$ cat src/rtl/rgb565_gray_stage.sv
// rgb565_gray_stage
// Converts RGB565 pixels to 8-bit luminance (77R + 150G + 29B) >> 8.
// The stage is a two-deep pipeline with a valid/ready handshake on each side.
// Output pixels carry end-of-line and end-of-frame markers, which come from
// raster counters that advance on every output handshake.
// Optional feature: define RGB565_GRAY_MINMAX_EN to add per-frame minimum and
// maximum luminance outputs (frame_min / frame_max).
module rgb565_gray_stage #(
    parameter int IMG_W = 320,
    parameter int IMG_H = 240,
    parameter int PX_W  = 15
) (
    input  logic            sobel_clk,
    input  logic            reset,
    input  logic            in_valid,
    output logic            in_ready,
    input  logic [15:0]     in_px_rgb,
    output logic            out_valid,
    input  logic            out_ready,
    output logic [PX_W-1:0] output_px_gray,
    output logic            out_eol,
    output logic            out_last,
    output logic            frame_done
`ifdef RGB565_GRAY_MINMAX_EN
    ,
    output logic [7:0]      frame_min,
    output logic [7:0]      frame_max
`endif
);

    localparam int CW = (IMG_W > 1) ? $clog2(IMG_W) : 1;
    localparam int RW = (IMG_H > 1) ? $clog2(IMG_H) : 1;

    // Stage 1: expanded channel products; stage 2: luminance
    logic        s1_valid_reg;
    logic [15:0] prod_r_reg;
    logic [15:0] prod_g_reg;
    logic [15:0] prod_b_reg;
    logic        s2_valid_reg;
    logic [7:0]  gray_reg;

    logic [CW-1:0] col_reg;
    logic [RW-1:0] row_reg;
    logic          frame_done_reg;

    logic [7:0]  r8;
    logic [7:0]  g8;
    logic [7:0]  b8;
    logic [15:0] prod_r_next;
    logic [15:0] prod_g_next;
    logic [15:0] prod_b_next;
    logic [16:0] sum_next;
    logic [7:0]  gray_next;
    logic        advance;
    logic        out_hs;
    logic        col_max;
    logic        row_max;

    // Bit replication maps 5/6-bit channels onto the full 0..255 range, so
    // full white lands exactly on 255 without any saturation.
    assign r8 = {in_px_rgb[15:11], in_px_rgb[15:13]};
    assign g8 = {in_px_rgb[10:5],  in_px_rgb[10:9]};
    assign b8 = {in_px_rgb[4:0],   in_px_rgb[4:2]};

    assign prod_r_next = 16'(r8) * 16'd77;
    assign prod_g_next = 16'(g8) * 16'd150;
    assign prod_b_next = 16'(b8) * 16'd29;

    // Coefficients add up to 256, so the sum never exceeds 16 bits and the
    // luminance is the upper byte, truncated.
    assign sum_next  = 17'(prod_r_reg) + 17'(prod_g_reg) + 17'(prod_b_reg);
    assign gray_next = 8'(sum_next >> 8);

    // Both stages move together whenever the output slot is free or draining
    assign advance = !s2_valid_reg || out_ready;
    assign out_hs  = s2_valid_reg && out_ready;

    // Upstream is held off while reset is asserted so every output reads 0
    assign in_ready = advance && reset;

    assign col_max = (col_reg == CW'(IMG_W - 1));
    assign row_max = (row_reg == RW'(IMG_H - 1));

    assign out_valid      = s2_valid_reg;
    assign output_px_gray = {{(PX_W - 8){1'b0}}, gray_reg};
    assign out_eol        = s2_valid_reg && col_max;
    assign out_last       = s2_valid_reg && col_max && row_max;
    assign frame_done     = frame_done_reg;

    // Two-stage pixel pipeline; bubbles travel through like pixels
    always_ff @(posedge sobel_clk or negedge reset) begin
        if (!reset) begin
            s1_valid_reg <= 1'b0;
            prod_r_reg   <= '0;
            prod_g_reg   <= '0;
            prod_b_reg   <= '0;
            s2_valid_reg <= 1'b0;
            gray_reg     <= '0;
        end else if (advance) begin
            s1_valid_reg <= in_valid;
            prod_r_reg   <= prod_r_next;
            prod_g_reg   <= prod_g_next;
            prod_b_reg   <= prod_b_next;
            s2_valid_reg <= s1_valid_reg;
            gray_reg     <= gray_next;
        end
    end

    // Raster position of the pixel currently on the output, moved by handshakes
    always_ff @(posedge sobel_clk or negedge reset) begin
        if (!reset) begin
            col_reg <= '0;
            row_reg <= '0;
        end else if (out_hs) begin
            if (col_max) begin
                col_reg <= '0;
                row_reg <= row_max ? '0 : row_reg + RW'(1);
            end else begin
                col_reg <= col_reg + CW'(1);
            end
        end
    end

    // One-cycle pulse following the handoff of the frame's last pixel
    always_ff @(posedge sobel_clk or negedge reset) begin
        if (!reset) begin
            frame_done_reg <= 1'b0;
        end else begin
            frame_done_reg <= out_hs && col_max && row_max;
        end
    end

`ifdef RGB565_GRAY_MINMAX_EN
    logic [7:0] run_min_reg;
    logic [7:0] run_max_reg;
    logic [7:0] frame_min_reg;
    logic [7:0] frame_max_reg;
    logic       first_px;

    assign first_px  = (col_reg == '0) && (row_reg == '0);
    assign frame_min = frame_min_reg;
    assign frame_max = frame_max_reg;

    // Running extrema restart on the frame's first pixel; results are
    // published on the frame_done cycle and held until the next one
    always_ff @(posedge sobel_clk or negedge reset) begin
        if (!reset) begin
            run_min_reg   <= 8'hFF;
            run_max_reg   <= 8'h00;
            frame_min_reg <= 8'hFF;
            frame_max_reg <= 8'h00;
        end else begin
            if (out_hs) begin
                if (first_px) begin
                    run_min_reg <= gray_reg;
                    run_max_reg <= gray_reg;
                end else begin
                    if (gray_reg < run_min_reg) run_min_reg <= gray_reg;
                    if (gray_reg > run_max_reg) run_max_reg <= gray_reg;
                end
            end
            if (frame_done_reg) begin
                frame_min_reg <= run_min_reg;
                frame_max_reg <= run_max_reg;
            end
        end
    end
`endif

endmodule

$ cat config.mk
export PLATFORM = sky130hd
export DESIGN_NAME = rgb565_gray_stage
export DESIGN_NICKNAME = d
export VERILOG_FILES = /design/src/rtl/rgb565_gray_stage.sv
export SDC_FILE = /design/constraint.sdc
export NUM_CORES = 1
export LEC_CHECK = 0
export ABC_AREA = 0
export CAP_MARGIN = 10
export CORE_MARGIN = 4
export CORE_UTILIZATION = 39
export DETAILED_ROUTE_END_ITERATION = 6
export HOLD_SLACK_MARGIN = 0.02
export PLACE_DENSITY = 0.62
export SLEW_MARGIN = 20
export SYNTH_ARGS = -nofsm -noshare
export SYNTH_HDL_FRONTEND = slang
export SYNTH_SLANG_ARGS = --single-unit
$ cat constraint.sdc
create_clock -name sobel_clk -period 7.3 [get_ports sobel_clk]
set_input_delay 1.825 -clock sobel_clk [delete_from_list [all_inputs] [get_ports sobel_clk]]
set_output_delay 1.825 -clock sobel_clk [all_outputs]
set_load 0.02 [all_outputs]
==> flow_metrics.env, run 1 <==
export IMPL_cts_made_buffers=9
export IMPL_critPathLaunch="in_px_rgb[13]"
export IMPL_slew_viol_final=0
export IMPL_die_h_um=138
export IMPL_layout_commonest_cell="ha_1"
export IMPL_worstPathRequired_ns=7.56
export IMPL_worst_setup_path_type="input port to register"
export IMPL_cts_clk_slew_worst_paths_ns=0.05
export IMPL_fin_tns_setup_ns=0
export IMPL_ys_flop_type="dfrtp_1"
export IMPL_clockBufferDepth=2
export IMPL_num_rows=47
export IMPL_crit_path_max_fanout=7
export IMPL_worstPathArrival_ns=5.57
export IMPL_wl_per_cell_um=13.5
export IMPL_worstHoldPathType="register to register"
export IMPL_via_count=4717
export IMPL_core_mm2=0.0165
export IMPL_syn_inst=698
export IMPL_routed_wirelength_um=12900
export IMPL_dpl_hpwl_um=10300
export IMPL_drt_iter0_drc=195
export IMPL_slew_headroom=0.399
export IMPL_nNetsFinal=899
export IMPL_fin_ws_ns=1.99
export IMPL_outcome="completed"
export IMPL_synthArstFlopShare=1.00
export IMPL_grt_max_degree=72
export IMPL_grt_antenna_before_repair=0
export IMPL_dp_cells=938
export IMPL_grt_pass1_wl_um=22600
export IMPL_via_per_inst=4.95
export IMPL_post_place_ws_ns=1.64
export IMPL_fp_dieW_um=138
export IMPL_ys_seq_elements=71
export IMPL_setup_viol=0
export IMPL_instances_no_fill=952
export IMPL_cts_resized=0
export IMPL_io_pins=40
export IMPL_post_cts_buffers=0
export IMPL_layout_drive_gt1_share=0.0396
export IMPL_max_cap_viol_count=0
export IMPL_ys_warnings_count=0
export IMPL_power_leakage_nw=3.71
export IMPL_gp_congestion=0.798
export IMPL_period_share=0.727
export IMPL_yosysUniqueCellTypes=55
export IMPL_fmax_mhz=188
export IMPL_cts_sinks=71
export IMPL_syn_area_mm2=0.00656
export IMPL_ant_nets=0
export IMPL_grt_overflow_total=0
export IMPL_finalHoldViolations=0
export IMPL_fin_crit_ns=5.31
export IMPL_r2r_start="prod_g_reg[7]"
export IMPL_syn_area_per_cell_um2=9.40
export IMPL_fillers=1605
export IMPL_worst_slew_pin_slew_ns=0.902
export IMPL_start_util=0.397
export IMPL_tritoncts="built"
export IMPL_critPathCaptureType="register"
export IMPL_finish_utilization=0.446
export IMPL_ys_seq_area_frac=0.271
export IMPL_cts_root_buf="clkbuf_16"
export IMPL_cts_hold_repair_buffers=0
export IMPL_worstHoldStart="s1_valid_reg"
export IMPL_ir_drop_mv=0.253
export IMPL_rsz0062_at_grt="no"
export IMPL_h_tree_depth=3
export IMPL_io_buffers=32
export IMPL_drtPass1Iterations=4
export IMPL_fin_worst_skew_ns=0.00761
export IMPL_grt_usage=0.149
export IMPL_drc=0
export IMPL_diodes=0
export IMPL_power_density_mw_per_mm2=383
export IMPL_area_growth_pct=12.3
export IMPL_synth_edf_count=0
export IMPL_first_global_vias=4699
export IMPL_clock_latency_ns=0.33
export IMPL_worst_setup_path_start_kind="input port"
export IMPL_final_cell_mix="ha_1 (113), inv_1 (91), dfrtp_1 (71), nand2_1 (58), nor2_1 (44)"
export IMPL_die_area_mm2=0.0190
## power breakdown
part,switching [W],leakage [nW],internal [W]
logic,0.000998,2.72,0.000791
clock network,0.000155,0.132,0.000244
registers,0.0000967,0.860,0.000534
total,0.00125,3.71,0.00157
## final timing paths
| check | to | slack, ns | cells after the start |
|---|---|---|---|
| setup / recovery | prod_r_reg[13] | 1.99 | 14 |
| hold / removal | s1_valid_reg | 0.47 | 2 |
| setup reg to reg | gray_reg[3] | 4.71 | 9 |
| hold reg to reg | s1_valid_reg | 0.47 | 2 |
| max in group asynchronous | prod_g_reg[1] | 4.99 | 2 |
| min in group asynchronous | col_reg[7] | 1.72 | 2 |
## layer usage
layer / vias up / share of wire / global-route usage
met5: - / 0 / 0
li1: 2445 / - / -
met3: 10 / 0.025 / 0.0267
met4: 0 / 0.0088 / 0.0316
met2: 39 / 0.47 / 0.244
met1: 2223 / 0.50 / 0.206
## cells in the mapped netlist, drive strengths merged, types with 2 or more instances
master,count,area [um^2]
a221o,3,30.0
o211ai,6,50.1
and3,7,43.8
buf,15,86.3
nor2,44,165
o41ai,2,55.1
nand2,58,218
o21ai,37,185
a221oi,2,17.5
o21bai,4,30.0
nor3,13,65.1
o21a,9,67.6
xnor2,19,166
nor2b,5,31.3
nor3b,8,60.1
or3,2,12.5
o31ai,4,30.0
nand2b,4,25.0
fa,37,741
a31oi,4,31.3
nand4,7,43.8
ha,113,1410
nand3,16,85.1
inv,91,342
and2,6,37.5
dfrtp,71,1780
a211oi,6,50.1
a31o,3,26.3
a21o,20,150
mux2i,3,30.0
a21oi,43,223
clkbuf,6,22.5
a211o,3,26.3
xor2,13,114
o22ai,3,18.8
## final cells by class
class | count | area (um^2) | share of cell area
clock buffers | 13 | 260 | 0.0353
clock inverters | 1 | 5.00 | 0.000680
inverters | 91 | 342 | 0.0464
flip-flops and latches | 71 | 1780 | 0.241
multi-input cells | 521 | 4360 | 0.593
repair buffers | 35 | 340 | 0.0462
well taps | 220 | 275 | 0.0374
## cell families (layout without fill, tap and decap cells)
family | count (synthesis) | after routing | share of synthesized area
simple gates | 174 | 174 | 0.125
mux | 4 | 4 | 0.00630
xor+xnor | 32 | 32 | 0.0427
flops | 71 | 71 | 0.271
buf+inv | 112 | 140 | 0.0687
compound gates | 154 | 154 | 0.158
fa+ha+maj | 150 | 150 | 0.329
other cells | 1 | 7 | 0.000572
## worst max-delay path: stages
cell and delay [ns]:
clkdlybuf4s50_1 0.66, ha_1 0.30, ha_1 0.27, inv_1 0.05, fa_1 0.53, inv_1 0.05, fa_1 0.45, ha_1 0.39
nand3_1 0.13, o211ai_2 0.13, o41ai_4 0.29, mux2i_1 0.12, a221o_1 0.27, o21ai_1 0.11
## through the flow
| stage | total power, W | instance area, um^2 | hold slack, ns |
|---|---|---|---|
| floorplan | 0.00199 | 6580 | 0.430 |
| finish | 0.00282 | 7360 | 0.473 |
| CTS | 0.00285 | 7360 | 0.472 |
| global route | 0.00313 | 7360 | 0.487 |
| global placement | 0.00242 | 7100 | 0.455 |
| detailed placement | 0.00242 | 7100 | 0.459 |
(Power assumes the default switching activity.)
==> inputs of run 2 (changes only) <==
- clock period: 7.3 -> 5.1 ns (I/O delays scaled with it)
==> run 2 against run 1 <==
  * Register-to-register slack got worse by 2.2 ns
  * Sequential cell count unchanged
  * Routed wire length increased by 1.2%
  * Via count increased by 2.0%
==> flow_metrics.env, run 2 (synthesis results as in run 1) <==
export IMPL_via_per_inst=5.02
export IMPL_layout_drive_gt1_share=0.0487
export IMPL_worstPathArrival_ns=4.86
export IMPL_grt_max_degree=72
export IMPL_gp_congestion=0.775
export IMPL_grt_usage=0.151
export IMPL_fin_worst_skew_ns=0.00633
export IMPL_cts_root_buf="clkbuf_16"
export IMPL_worst_setup_path_start_kind="input port"
export IMPL_cpMostUsedCell="ha_1"
export IMPL_fillers=1608
export IMPL_reg2reg_to="gray_reg[1]"
export IMPL_rsz0062_at_grt="no"
export IMPL_outcome="completed"
export IMPL_cts_hold_repair_buffers=0
export IMPL_cts_made_buffers=9
export IMPL_start_util=0.397
export IMPL_slew_headroom=0.399
export IMPL_grt_antenna_before_repair=0
export IMPL_worstPathRequired_ns=5.36
export IMPL_finalHoldViolations=0
export IMPL_die_area_mm2=0.0190
export IMPL_ir_drop_mv=0.362
export IMPL_area_growth_pct=13.2
export IMPL_layout_commonest_cell="ha_1"
export IMPL_nNetsFinal=905
export IMPL_setup_viol=0
export IMPL_min_to="s1_valid_reg"
export IMPL_max_cap_viol_count=0
export IMPL_period_share=0.902
export IMPL_clock_latency_ns=0.33
export IMPL_path_buf_inv=3
export IMPL_h_tree_depth=3
export IMPL_grt_overflow_total=0
export IMPL_crit_path_max_fanout=6
export IMPL_post_place_ws_ns=0.138
export IMPL_drc=0
export IMPL_critPathCaptureType="register"
export IMPL_cts_resized=0
export IMPL_power_leakage_nw=3.75
export IMPL_worst_slew_pin_slew_ns=0.902
export IMPL_post_cts_buffers=0
export IMPL_r2r_cells=10
export IMPL_worstHoldPathType="register to register"
export IMPL_wl_per_cell_um=13.6
export IMPL_clockBufferDepth=2
export IMPL_worstHoldStart="s1_valid_reg"
export IMPL_cts_clk_slew_worst_paths_ns=0.06
export IMPL_cpLargestDelayFamily="adder cells"
export IMPL_ant_nets=0
export IMPL_fin_crit_ns=4.60
export IMPL_slew_viol_final=0
export IMPL_first_global_vias=4882
export IMPL_cpPeakStageDelay_ns=0.52
export IMPL_power_density_mw_per_mm2=548
export IMPL_core_mm2=0.0165
export IMPL_io_buffers=32
export IMPL_num_rows=47
export IMPL_critPathSlowestCell="fa_1"
export IMPL_fmax_mhz=217
export IMPL_dpl_hpwl_um=10500
export IMPL_die_h_um=138
export IMPL_hold_depth=2
export IMPL_grt_pass1_wl_um=23200
export IMPL_diodes=0
export IMPL_io_pins=40
export IMPL_fin_ws_ns=0.499
export IMPL_via_count=4810
export IMPL_routed_wirelength_um=13000
export IMPL_drtPass1Iterations=4
export IMPL_tritoncts="built"
export IMPL_r2r_start="prod_r_reg[3]"
export IMPL_worstPathCellList="clkdlybuf4s50_1 > ha_1 > ha_1 > inv_1 > fa_1 > inv_1 > fa_1 > ha_1 > nand3_1 > o211ai_2 > o41ai_4 > mux2i_1 > a221o_1 > o21ai_1"
export IMPL_fp_dieW_um=138
export IMPL_r2r_setup_slack_ns=2.50
export IMPL_cts_sinks=71
export IMPL_fin_tns_setup_ns=0
export IMPL_final_cell_mix="ha_1 (113), inv_1 (91), dfrtp_1 (71), nand2_1 (58), nor2_1 (44)"
export IMPL_worst_setup_path_type="input port to register"
export IMPL_drt_iter0_drc=211
[run 2: changes by cell type in the layout (fill, tap and decap cells not counted)]
| cell | change |
|---|---|
| clkinvlp_4 | +1 |
| bufinv_16 | +1 |
| clkbuf_8 | -2 |
| buf_4 | +6 |
| clkinv_2 | +1 |
[run 2: where the power goes]
group          total [W]  switching [W]  leakage [nW]  internal (W)
Sequential      0.000905       0.000141         0.860      0.000764
Combinational    0.00256        0.00142          2.75       0.00114
Clock           0.000603       0.000229         0.135      0.000374
Total            0.00407        0.00179          3.75       0.00228
[run 2: routing by layer]
| metal | up-vias | part of all wire | track usage |
|---|---|---|---|
| li1 | 2468 | - | - |
| met1 | 2280 | 0.49 | 0.209 |
| met2 | 49 | 0.47 | 0.246 |
| met3 | 13 | 0.030 | 0.0270 |
| met4 | 0 | 0.013 | 0.0355 |
| met5 | - | 0 | 0 |
[run 2: through the flow]
step,total power [W],hold slack [ns],std cells,area [um^2],utilization
floorplan,0.00285,0.430,704,6580,-
global route,0.00452,0.500,959,7420,0.449
finish,0.00407,0.458,959,7420,0.449
CTS,0.00412,0.468,959,7420,0.449
global placement,0.00344,0.443,944,7140,0.432
detailed placement,0.00346,0.455,944,7140,0.432
[run 2: area by class of cell]
class	instances	area, um^2	share of cell area
multi-input combinational	521	4360	0.588
sequential	71	1780	0.239
timing repair buffer	41	385	0.0519
inverter	91	342	0.0460
tap	220	275	0.0371
clock buffer	11	233	0.0314
clock inverter	4	47.5	0.00640
[run 2: worst max path at each step]
stage / start / to / slack [ns] / cells after the start
after global routing: in_px_rgb[14] / prod_r_reg[12] / 0.25 / 14
after CTS: in_px_rgb[14] / prod_r_reg[12] / 0.49 / 14
after floorplan: in_px_rgb[12] / prod_r_reg[13] / 0.83 / 13
after detailed placement: in_px_rgb[14] / prod_r_reg[12] / 0.14 / 14
final: in_px_rgb[12] / prod_r_reg[13] / 0.50 / 14
after global placement: in_px_rgb[12] / prod_r_reg[13] / 0.20 / 14
[run 2: worst reg2reg max path, delay by kind of cell, from the launching register on]
kind / cells / cell delay, ns
AOI/OAI and AO/OA: 4 / 0.55
and+or+nand+nor: 1 / 0.51
adders and majority gates: 2 / 0.82
DFF: 1 / 0.32
buffers and inverters: 2 / 0.12
xor gates and xnor gates: 1 / 0.17
